### config.mk
export PLATFORM = sky130hd
export DESIGN_NAME = decode_stage
export DESIGN_NICKNAME = d
export VERILOG_FILES = /design/src/rtl/decode_stage_pkg.sv /design/src/rtl/decode_stage_lane.sv /design/src/rtl/decode_stage.sv
export SDC_FILE = /design/constraint.sdc
export NUM_CORES = 1
export LEC_CHECK = 0
export ABC_AREA = 0
export CORE_MARGIN = 5
export CORE_UTILIZATION = 48
export CTS_BUF_LIST = sky130_fd_sc_hd__clkbuf_16
export CTS_CLUSTER_DIAMETER = 30
export DETAILED_ROUTE_END_ITERATION = 12
export HOLD_SLACK_MARGIN = 0.06
export PLACE_DENSITY_LB_ADDON = 0.05
export SETUP_SLACK_MARGIN = 0.1
export SYNTH_ARGS = -nofsm -noshare
export SYNTH_HDL_FRONTEND = slang
export SYNTH_SLANG_ARGS = --single-unit
export TNS_END_PERCENT = 30
### constraint.sdc
create_clock -name clk -period 11.07 [get_ports clk]
set_clock_uncertainty 0.1 [all_clocks]
set_input_delay 2.7675 -clock clk [delete_from_list [all_inputs] [get_ports clk]]
set_output_delay 2.7675 -clock clk [all_outputs]
set_load 0.01 [all_outputs]
### src/rtl/decode_stage_pkg.sv
// Shared decode types: control payload, functional-unit tags, opcode/funct3
// encodings and ALUOp codes used by the decode stage and its lane decoder.
package pipeline_types;

  typedef enum logic [1:0] {
    FU_ALU    = 2'd0,
    FU_LSU    = 2'd1,
    FU_BRANCH = 2'd2
  } fu_type_t;

  localparam logic [6:0] OPC_LUI    = 7'b0110111;
  localparam logic [6:0] OPC_AUIPC  = 7'b0010111;
  localparam logic [6:0] OPC_JAL    = 7'b1101111;
  localparam logic [6:0] OPC_JALR   = 7'b1100111;
  localparam logic [6:0] OPC_BRANCH = 7'b1100011;
  localparam logic [6:0] OPC_LOAD   = 7'b0000011;
  localparam logic [6:0] OPC_STORE  = 7'b0100011;
  localparam logic [6:0] OPC_OP_IMM = 7'b0010011;
  localparam logic [6:0] OPC_OP     = 7'b0110011;

  localparam logic [2:0] F3_BEQ  = 3'b000;
  localparam logic [2:0] F3_BNE  = 3'b001;
  localparam logic [2:0] F3_BLT  = 3'b100;
  localparam logic [2:0] F3_BGE  = 3'b101;
  localparam logic [2:0] F3_BLTU = 3'b110;
  localparam logic [2:0] F3_BGEU = 3'b111;
  localparam logic [2:0] F3_ORI  = 3'b110;

  localparam logic [2:0] ALU_MEM   = 3'b000;
  localparam logic [2:0] ALU_OP    = 3'b001;
  localparam logic [2:0] ALU_OPIMM = 3'b010;
  localparam logic [2:0] ALU_BR    = 3'b011;
  localparam logic [2:0] ALU_LUI   = 3'b100;
  localparam logic [2:0] ALU_JUMP  = 3'b101;
  localparam logic [2:0] ALU_AUIPC = 3'b110;
  localparam logic [2:0] ALU_ILL   = 3'b111;

  typedef struct packed {
    logic [31:0] pc;
    logic [31:0] inst;
    logic [31:0] imm;
    logic [2:0]  alu_op;
    fu_type_t    fu_type;
    logic        alu_src;
    logic        reg_write;
    logic        mem_read;
    logic        mem_write;
    logic        mem_to_reg;
    logic        is_branch;
    logic        is_jump;
    logic        illegal;
  } ctrl_payload_t;

  typedef struct packed {
    logic [4:0]    rs1;
    logic [4:0]    rs2;
    logic [4:0]    rd;
    logic          rs1_valid;
    logic          rs2_valid;
    ctrl_payload_t payload;
  } dec_lane_t;

  function automatic logic [31:0] sext12(input logic [11:0] v);
    return {{20{v[11]}}, v};
  endfunction

endpackage

### src/rtl/decode_stage_lane.sv
// Combinational single-instruction decoder: register indices, immediate and
// control payload for one lane. Illegal encodings produce a zeroed, flagged lane.
module decode_lane
  import pipeline_types::*;
#(
  parameter bit ENABLE_JAL_AUIPC = 1'b1
) (
  input  logic [31:0] inst_i,
  input  logic [31:0] pc_i,
  output dec_lane_t   lane_o
);

  logic [6:0]  opcode;
  logic [2:0]  funct3;
  logic [4:0]  rd_f;
  logic [4:0]  rs1_f;
  logic [4:0]  rs2_f;
  logic [31:0] imm_i;
  logic [31:0] imm_s;
  logic [31:0] imm_b;
  logic [31:0] imm_u;
  logic [31:0] imm_j;
  logic        ill;
  logic        wr_rd;

  always_comb begin
    opcode = inst_i[6:0];
    funct3 = inst_i[14:12];
    rd_f   = inst_i[11:7];
    rs1_f  = inst_i[19:15];
    rs2_f  = inst_i[24:20];
    imm_i  = sext12(inst_i[31:20]);
    imm_s  = sext12({inst_i[31:25], inst_i[11:7]});
    imm_b  = {{19{inst_i[31]}}, inst_i[31], inst_i[7], inst_i[30:25], inst_i[11:8], 1'b0};
    imm_u  = {inst_i[31:12], 12'b0};
    imm_j  = {{11{inst_i[31]}}, inst_i[31], inst_i[19:12], inst_i[20], inst_i[30:21], 1'b0};
  end

  always_comb begin
    lane_o              = '0;
    lane_o.payload.pc   = pc_i;
    lane_o.payload.inst = inst_i;
    lane_o.payload.fu_type = FU_ALU;
    ill   = 1'b0;
    wr_rd = 1'b0;
    unique case (opcode)
      OPC_LUI: begin
        lane_o.payload.alu_op = ALU_LUI;
        lane_o.payload.imm    = imm_u;
        lane_o.rd             = rd_f;
        wr_rd                 = 1'b1;
      end
      OPC_OP_IMM: begin
        lane_o.payload.alu_op  = ALU_OPIMM;
        lane_o.payload.alu_src = 1'b1;
        lane_o.payload.imm     = (funct3 == F3_ORI) ? {20'b0, inst_i[31:20]} : imm_i;
        lane_o.rd              = rd_f;
        lane_o.rs1             = rs1_f;
        lane_o.rs1_valid       = 1'b1;
        wr_rd                  = 1'b1;
      end
      OPC_OP: begin
        lane_o.payload.alu_op = ALU_OP;
        lane_o.rd             = rd_f;
        lane_o.rs1            = rs1_f;
        lane_o.rs2            = rs2_f;
        lane_o.rs1_valid      = 1'b1;
        lane_o.rs2_valid      = 1'b1;
        wr_rd                 = 1'b1;
      end
      OPC_LOAD: begin
        lane_o.payload.alu_op     = ALU_MEM;
        lane_o.payload.fu_type    = FU_LSU;
        lane_o.payload.alu_src    = 1'b1;
        lane_o.payload.mem_read   = 1'b1;
        lane_o.payload.mem_to_reg = 1'b1;
        lane_o.payload.imm        = imm_i;
        lane_o.rd                 = rd_f;
        lane_o.rs1                = rs1_f;
        lane_o.rs1_valid          = 1'b1;
        wr_rd                     = 1'b1;
      end
      OPC_STORE: begin
        lane_o.payload.alu_op    = ALU_MEM;
        lane_o.payload.fu_type   = FU_LSU;
        lane_o.payload.alu_src   = 1'b1;
        lane_o.payload.mem_write = 1'b1;
        lane_o.payload.imm       = imm_s;
        lane_o.rs1               = rs1_f;
        lane_o.rs2               = rs2_f;
        lane_o.rs1_valid         = 1'b1;
        lane_o.rs2_valid         = 1'b1;
      end
      OPC_BRANCH: begin
        lane_o.payload.alu_op    = ALU_BR;
        lane_o.payload.fu_type   = FU_BRANCH;
        lane_o.payload.is_branch = 1'b1;
        lane_o.payload.imm       = imm_b;
        lane_o.rs1               = rs1_f;
        lane_o.rs2               = rs2_f;
        lane_o.rs1_valid         = 1'b1;
        lane_o.rs2_valid         = 1'b1;
        ill = !(funct3 inside {F3_BEQ, F3_BNE, F3_BLT, F3_BGE, F3_BLTU, F3_BGEU});
      end
      OPC_JALR: begin
        lane_o.payload.alu_op  = ALU_JUMP;
        lane_o.payload.fu_type = FU_BRANCH;
        lane_o.payload.is_jump = 1'b1;
        lane_o.payload.alu_src = 1'b1;
        lane_o.payload.imm     = imm_i;
        lane_o.rd              = rd_f;
        lane_o.rs1             = rs1_f;
        lane_o.rs1_valid       = 1'b1;
        wr_rd                  = 1'b1;
      end
      OPC_JAL: begin
        lane_o.payload.alu_op  = ALU_JUMP;
        lane_o.payload.fu_type = FU_BRANCH;
        lane_o.payload.is_jump = 1'b1;
        lane_o.payload.alu_src = 1'b1;
        lane_o.payload.imm     = imm_j;
        lane_o.rd              = rd_f;
        wr_rd                  = 1'b1;
        ill                    = !ENABLE_JAL_AUIPC;
      end
      OPC_AUIPC: begin
        lane_o.payload.alu_op  = ALU_AUIPC;
        lane_o.payload.alu_src = 1'b1;
        lane_o.payload.imm     = imm_u;
        lane_o.rd              = rd_f;
        wr_rd                  = 1'b1;
        ill                    = !ENABLE_JAL_AUIPC;
      end
      default: ill = 1'b1;
    endcase

    // Illegal lanes keep only pc/inst so rename can still raise the exception.
    if (ill) begin
      lane_o                 = '0;
      lane_o.payload.pc      = pc_i;
      lane_o.payload.inst    = inst_i;
      lane_o.payload.fu_type = FU_ALU;
      lane_o.payload.alu_op  = ALU_ILL;
      lane_o.payload.illegal = 1'b1;
    end else begin
      lane_o.payload.reg_write = wr_rd && (rd_f != 5'd0);
    end
  end

endmodule

### src/rtl/decode_stage.sv
// Multi-lane decode stage: masks fetch lanes, decodes each lane and buffers
// decoded groups in a small FIFO presented to rename with valid/ready.
module decode_stage
  import pipeline_types::*;
#(
  parameter int DECODE_WIDTH     = 2,
  parameter int SKID_DEPTH       = 2,
  parameter bit ENABLE_JAL_AUIPC = 1'b1
) (
  input  logic                           clk,
  input  logic                           rst,
  input  logic                           flush_i,
  input  logic [DECODE_WIDTH-1:0]        fetch_valid_i,
  input  logic [DECODE_WIDTH*32-1:0]     fetch_inst_i,
  input  logic [31:0]                    fetch_pc_i,
  output logic                           fetch_ready_o,
  output logic [DECODE_WIDTH-1:0]        dec_valid_o,
  output logic [DECODE_WIDTH*5-1:0]      dec_rs1_o,
  output logic [DECODE_WIDTH*5-1:0]      dec_rs2_o,
  output logic [DECODE_WIDTH*5-1:0]      dec_rd_o,
  output logic [DECODE_WIDTH-1:0]        dec_rs1_valid_o,
  output logic [DECODE_WIDTH-1:0]        dec_rs2_valid_o,
  output ctrl_payload_t [DECODE_WIDTH-1:0] dec_payload_o,
  input  logic                           rename_ready_i
);

  localparam int PTR_W = (SKID_DEPTH > 1) ? $clog2(SKID_DEPTH) : 1;
  localparam int CNT_W = PTR_W + 1;

  logic [DECODE_WIDTH-1:0] lane_vld;
  logic                    run;
  dec_lane_t               lane_dec [DECODE_WIDTH];

  dec_lane_t               mem_lane_q [SKID_DEPTH][DECODE_WIDTH];
  logic [DECODE_WIDTH-1:0] mem_vld_q  [SKID_DEPTH];

  logic [PTR_W-1:0] wr_ptr_q, wr_ptr_d;
  logic [PTR_W-1:0] rd_ptr_q, rd_ptr_d;
  logic [CNT_W-1:0] count_q, count_d;
  logic             push;
  logic             pop;
  logic [DECODE_WIDTH-1:0] head_vld;

  function automatic logic [PTR_W-1:0] ptr_inc(input logic [PTR_W-1:0] p);
    return (p == PTR_W'(SKID_DEPTH - 1)) ? '0 : p + 1'b1;
  endfunction

  // A lane is valid only if it and every older lane are valid.
  always_comb begin
    lane_vld = '0;
    run      = 1'b1;
    for (int k = 0; k < DECODE_WIDTH; k++) begin
      run         = run & fetch_valid_i[k];
      lane_vld[k] = run;
    end
  end

  for (genvar k = 0; k < DECODE_WIDTH; k++) begin : g_lane
    decode_lane #(
      .ENABLE_JAL_AUIPC(ENABLE_JAL_AUIPC)
    ) u_lane (
      .inst_i (fetch_inst_i[32*k +: 32]),
      .pc_i   (fetch_pc_i + 32'(4 * k)),
      .lane_o (lane_dec[k])
    );
  end

  // A handshake with lane 0 invalid is accepted but leaves nothing to buffer.
  always_comb begin
    fetch_ready_o = (count_q < CNT_W'(SKID_DEPTH));
    push = (|fetch_valid_i) && fetch_ready_o && lane_vld[0] && !flush_i;
    pop  = (count_q != '0) && rename_ready_i;
  end

  always_comb begin
    wr_ptr_d = wr_ptr_q;
    rd_ptr_d = rd_ptr_q;
    count_d  = count_q;
    if (flush_i) begin
      wr_ptr_d = '0;
      rd_ptr_d = '0;
      count_d  = '0;
    end else begin
      if (push) wr_ptr_d = ptr_inc(wr_ptr_q);
      if (pop)  rd_ptr_d = ptr_inc(rd_ptr_q);
      count_d = count_q + CNT_W'(push) - CNT_W'(pop);
    end
  end

  always_ff @(posedge clk or posedge rst) begin
    if (rst) begin
      wr_ptr_q <= '0;
      rd_ptr_q <= '0;
      count_q  <= '0;
    end else begin
      wr_ptr_q <= wr_ptr_d;
      rd_ptr_q <= rd_ptr_d;
      count_q  <= count_d;
    end
  end

  // Storage is not reset; the count gates every read of it.
  always_ff @(posedge clk) begin
    if (push) begin
      mem_vld_q[wr_ptr_q] <= lane_vld;
      for (int k = 0; k < DECODE_WIDTH; k++) begin
        mem_lane_q[wr_ptr_q][k] <= lane_dec[k];
      end
    end
  end

  always_comb begin
    head_vld        = (count_q != '0) ? mem_vld_q[rd_ptr_q] : '0;
    dec_valid_o     = head_vld;
    dec_rs1_o       = '0;
    dec_rs2_o       = '0;
    dec_rd_o        = '0;
    dec_rs1_valid_o = '0;
    dec_rs2_valid_o = '0;
    dec_payload_o   = '0;
    for (int k = 0; k < DECODE_WIDTH; k++) begin
      if (head_vld[k]) begin
        dec_rs1_o[5*k +: 5] = mem_lane_q[rd_ptr_q][k].rs1;
        dec_rs2_o[5*k +: 5] = mem_lane_q[rd_ptr_q][k].rs2;
        dec_rd_o[5*k +: 5]  = mem_lane_q[rd_ptr_q][k].rd;
        dec_rs1_valid_o[k]  = mem_lane_q[rd_ptr_q][k].rs1_valid;
        dec_rs2_valid_o[k]  = mem_lane_q[rd_ptr_q][k].rs2_valid;
        dec_payload_o[k]    = mem_lane_q[rd_ptr_q][k].payload;
      end
    end
  end

endmodule

======== Word-level counts from Yosys, hierarchy flattened ========
Memories as Yosys holds them, arrays and structs flattened.
Index checks and enable logic that the tools add are counted.
storage, ports and cells
  bits of input ports ..................... 102
  flip-flop bits (word level) ............. 4
  output and inout port bits .............. 255
  bits in writable memories ............... 508
  memories ................................ 2
  logic and storage cells ................. 139
memory list
  name        depth  bits a word  read ports  clocked after Yosys merged registers in  wr ports  RTL line            source
  mem_lane_q  2      252          1           0                                        1         decode_stage.sv:34  dec_lane_t mem_lane_q [SKID_DEPTH][DECODE_WIDTH];
  mem_vld_q   2      2            1           0                                        1         decode_stage.sv:35  logic [DECODE_WIDTH-1:0] mem_vld_q [SKID_DEPTH];
cells by class
  order comparisons ....................... 1
  equality and inequality tests ........... 28
  reductions and logical operators ........ 39
  add/subtract/negate cells ............... 5
  bitwise gates (word level) .............. 1
  multiplexer cells ....................... 60
operators with widths
  cell                   number
  $pmux 32 s6            2
  $mux 119               2
  $mux 109               2
  $mux 32                2
  $mux 5                 12
  $eq 7x6->1 const B     6
  $eq 7x7->1 const B     6
  $pmux 3 s6             2
  $add 32x3->32 const B  1
  $mux 1                 30
  $eq 7x5->1 const B     4
  $eq 3x3->1 const B     8
  $reduce_or 6->1        4
  $reduce_or 2->1        9
  $reduce_or 8->1        2
  $eq 7x2->1 const B     2
  $reduce_or 7->1        2
  $mux 6                 2
  $reduce_bool 6->1      2
  $reduce_or 3->1        4
  $reduce_bool 5->1      2
  $pmux 2 s2             2
  $eq 3x1->1 const B     2
  $logic_and 1x1->1      6
  other kinds (10)       18

======== Longest topological paths before layout ========
  depth in word-level cells ............... 7
  depth in mapped cells ................... 8
  mapped depth without buffers ............ 8

======== Cells and area by module ========
Synthesis repeated with hierarchy kept, for this count alone.
unflattened totals
  cells, all modules ...................... 1652
  area, all modules ....................... 23227.3 µm²
modules (own cells, without submodules)
  module        cells each  area an instance (µm²)  seq. area each (µm²)  times used
  decode_stage  1184        19846.5                 15354.7               1
  decode_lane   234         1690.4                  0.0                   2

======== Worst setup path after synthesis ========
Ideal clock, no wire load.
  kind .................................... input to register
  from .................................... input fetch_valid_i[0]
  to ...................................... memory mem_lane_q[0][0] in the netlist's numbering (enable)
  library setup time ...................... 865 ps
  setup slack ............................. -3312 ps
  path buffers ............................ 0
  arrival ................................. 13417 ps
  data required time ...................... 10105 ps
  cell stages on the path ................. 3
  cell sequence ........................... nor2b_1 -> nand2b_1 -> nor2_1
on the way
  longest elaborated chain between the ends .. 6
RTL lines
  element                             RTL line             source
  start, declared                     decode_stage.sv:13   input logic [DECODE_WIDTH-1:0] fetch_valid_i,
  $reduce_or 2->1                     decode_stage.sv:71   push = (|fetch_valid_i) && fetch_ready_o && lane_vld[0] && !flush_i;
  $logic_and 1x1->1                   decode_stage.sv:71
  $logic_and 1x1->1 (*) (2 in a row)  decode_stage.sv:71
  $mux 1 (*)                          decode_stage.sv:104  if (push) begin
  $mux 1 (not written as such) (*)    decode_stage.sv:107  mem_lane_q[wr_ptr_q][k] <= lane_dec[k];
  end, declared                       decode_stage.sv:34
Mark *: on every way between the ends. The rest lies on a longest branch, timed or not.

==> out/metrics.yaml <==
drt_iter0_markers: 1122
grt_max_degree: 136
fin_crit_ns: 7.78
numClockSinks: 504
via_per_inst: 5.44
fin_cells: 2572
fillers: 3271
wire_per_inst_um: 22.1
dpl.cell_count: 2371
grt_overflow: 0
area_delta_synth_final_pct: 35.7
synth_fp_nets: 1597
whs_ns: 0.537
ctsHoldBuffers: 0
syn_inst: 1492
drt_wl_total_um: 56900
start_kind: "register"
worstSetupStartpoint: "rd_ptr_q$_DFFE_PP0P_"
rsz0062_at_grt: "no"
coreArea_um2: 44300
slew_headroom_pct: 18.9
ys_ff_latch: 504
tns_ns: 0
grt_pass1_vias: 14110
ir_drop_mv: 0.405
power_per_cell_area_nw_per_um2: 233
min_from: "wr_ptr_q$_DFFE_PP0P_"
rows: 77
ys_seq_area_share_pct: 70.0
cts_tree: "yes"
critPathArrivalTime_ns: 4.91
synth_ff_type: "edfxtp_1"
cts_made_buffers: 106
clk_path_buf_depth: 3
die_y_um: 222
place.gp.congestion: 0.812
track_usage_pct: 22.4
grt_pass1_wl_um: 86000
slew_viol_final: 0
drive_gt1_share_pct: 11.9
cp_slowest_cell: "dfrtp_4"
synthesis.area_um2: 21600
vias: 13994
p_total_w: 0.00682
postSynthAreaPerCell_um2: 14.5
ctsResizeCount: 0
synth_edf_count: 500
crit_type: "register to primary output"
hold_viol: 0
crit_family: "buffers and inverters"
r2r-start: "count_q[1]$_DFF_PP0_"
yosysUniqueCellTypes: 64
drc: 0
crit_buf_inv: 4
final_antenna_net_count: 0
worstPathRequired_ns: 8.20
path_clk_slew_ns: 0.05
cts-root-buf: "clkbuf_16"
crit_path_end_kind: "primary output"
r2r_setup_slack_ns: 8.00
finalSetupViolCount: 0
drv_cap: 0
start_util_pct: 48.7
critical_path_peak_fanout: 122
drt_first_pass_iters: 7
cts_setup_buffers: 0
port-buffer-count: 356
leakage_nw: 9.63
htree_num_levels: 3
die_area_um2: 49300
ys_async_sr_fraction_pct: 0.794
insertion_delay_ns: 0.62
finalCritPeriodShare_pct: 70.3
max_freq_mhz: 129
status: "finished, final reports clean"
yosysWarnings: 0
crit_chain: "buf_12, buf_4, buf_4, mux2i_1, nor2_1, clkdlybuf4s50_1"
cpPeakStageDelay_ns: 0.82
hp-class: "register to register"
hpwl_um: 36600
nets: 1992
cpMostUsedCell: "buf_4"
die_w_um: 222
ios: 357
tightest_slew_ns: 1.22
antenna_found_initial: 0
==> flip-flops by register name, indices dropped and copies added, names as in the netlist <==
signal / flops
rd_ptr_q: 1
wr_ptr_q: 1
count_q: 2
mem_lane_q: 496
mem_vld_q: 4
==> area by class of cell <==
class                           count  area (um2)  area share, %
Sequential cell                   504       15100           51.6
Clock inverter                     93         912           3.11
Inverter                           17        63.8          0.218
Clock buffer                      107        2680           9.14
Timing Repair Buffer              376        3740           12.8
Multi-Input combinational cell    882        6050           20.6
Tap cell                          592         741           2.53
Antenna cell                        1        2.50        0.00854
==> power breakdown <==
part	internal, W	total (W)	switching [W]
Sequential	0.00229	0.00236	0.0000715
Combinational	0.000624	0.00136	0.000735
Clock	0.00205	0.00310	0.00105
Total	0.00497	0.00682	0.00185
==> cells in the mapped netlist (all sizes together), types with 5 or more instances <==
cell	n	area share, %
a21oi	13	0.34
xor2	14	0.57
nor2b	12	0.35
and2	30	0.87
and3	6	0.17
buf	35	0.90
nor2	278	4.8
nand2b	6	0.17
mux2i	249	12
xnor2	20	0.81
a22oi	9	0.31
nor3	21	0.53
or3	5	0.17
nand3	15	0.35
and4	7	0.28
edfxtp	500	70
a211oi	28	1.3
nor3b	8	0.28
nand2	56	0.97
clkbuf	54	0.94
o21ai	18	0.42
nor4	8	0.23
nand4	8	0.23
a221oi	21	0.85
inv	17	0.30
==> through the flow <==
step / utilization (%) / area (um2) / worst slack [ns]
finish: 66.1 / 29300 / 3.29
global route: 66.1 / 29300 / 3.08
CTS: 66.1 / 29300 / 3.26
detailed placement: 58.0 / 25700 / 3.96
global placement: 58.0 / 25700 / 4.00
floorplan: - / 21600 / -3.31
==> metal layers <==
metal  vias to the layer above  global-route usage, %  wire length (um)
li1                       6422                      -                 -
met5                         -                      0                 0
met4                         0                   6.56              1110
met2                       542                   34.8             26700
met3                        71                   5.92              4190
met1                      6959                   31.4             24900
==> placed cells by master, fill, tap and decap left out, drive strengths merged, types with 4 or more instances in the layout <==
cell and instances:
nor3 21, inv 42, a221oi 21, or2 4
edfxtp 500, xnor2 20, bufinv 12, buf 20
o21ai 18, clkbuf 107, and4 7, and3b 4
nand3 15, mux2i 249, xor2 14, nor2b 12
a21oi 13, nor4 8, or3 5, dfrtp 4
a22oi 9, clkdlybuf4s50 356, and3 6, and2 30
clkinv 43, nor3b 8, nand4 8, a211oi 28
nand2b 6, nand2 56, nand4b 4, clkinvlp 13
nor2 278
==> worst min-delay path, cell delays in order (launching register included) <==
cell	delay [ns]
dfrtp_1	0.42
xnor2_1	0.14
nor2_1	0.04
==> path summary, 6_finish.rpt <==
path                                          endpoint  depth (start not counted)
max in group asynchronous         rd_ptr_q$_DFFE_PP0P_                          2
hold reg to reg                   wr_ptr_q$_DFFE_PP0P_                          2
hold / removal                    wr_ptr_q$_DFFE_PP0P_                          2
min in group asynchronous         count_q[1]$_DFF_PP0_                          2
setup reg to reg           mem_lane_q[1][51]$_DFFE_PP_                          4
setup / recovery                     dec_payload_o[28]                          6
==> logic make-up (layout without fill, tap and decap cells) <==
kind of cell	Yosys count	count (layout)	synth area share, %
simple gates	481	481	10.3
flops	504	504	70.0
buf+inv	106	593	2.14
fa+ha+maj	3	3	0.174
xor+xnor	34	34	1.38
compound gates	113	113	4.30
mux	251	251	11.7
other cells	0	1	0
Note: power is estimated with default switching activity, not from simulation.
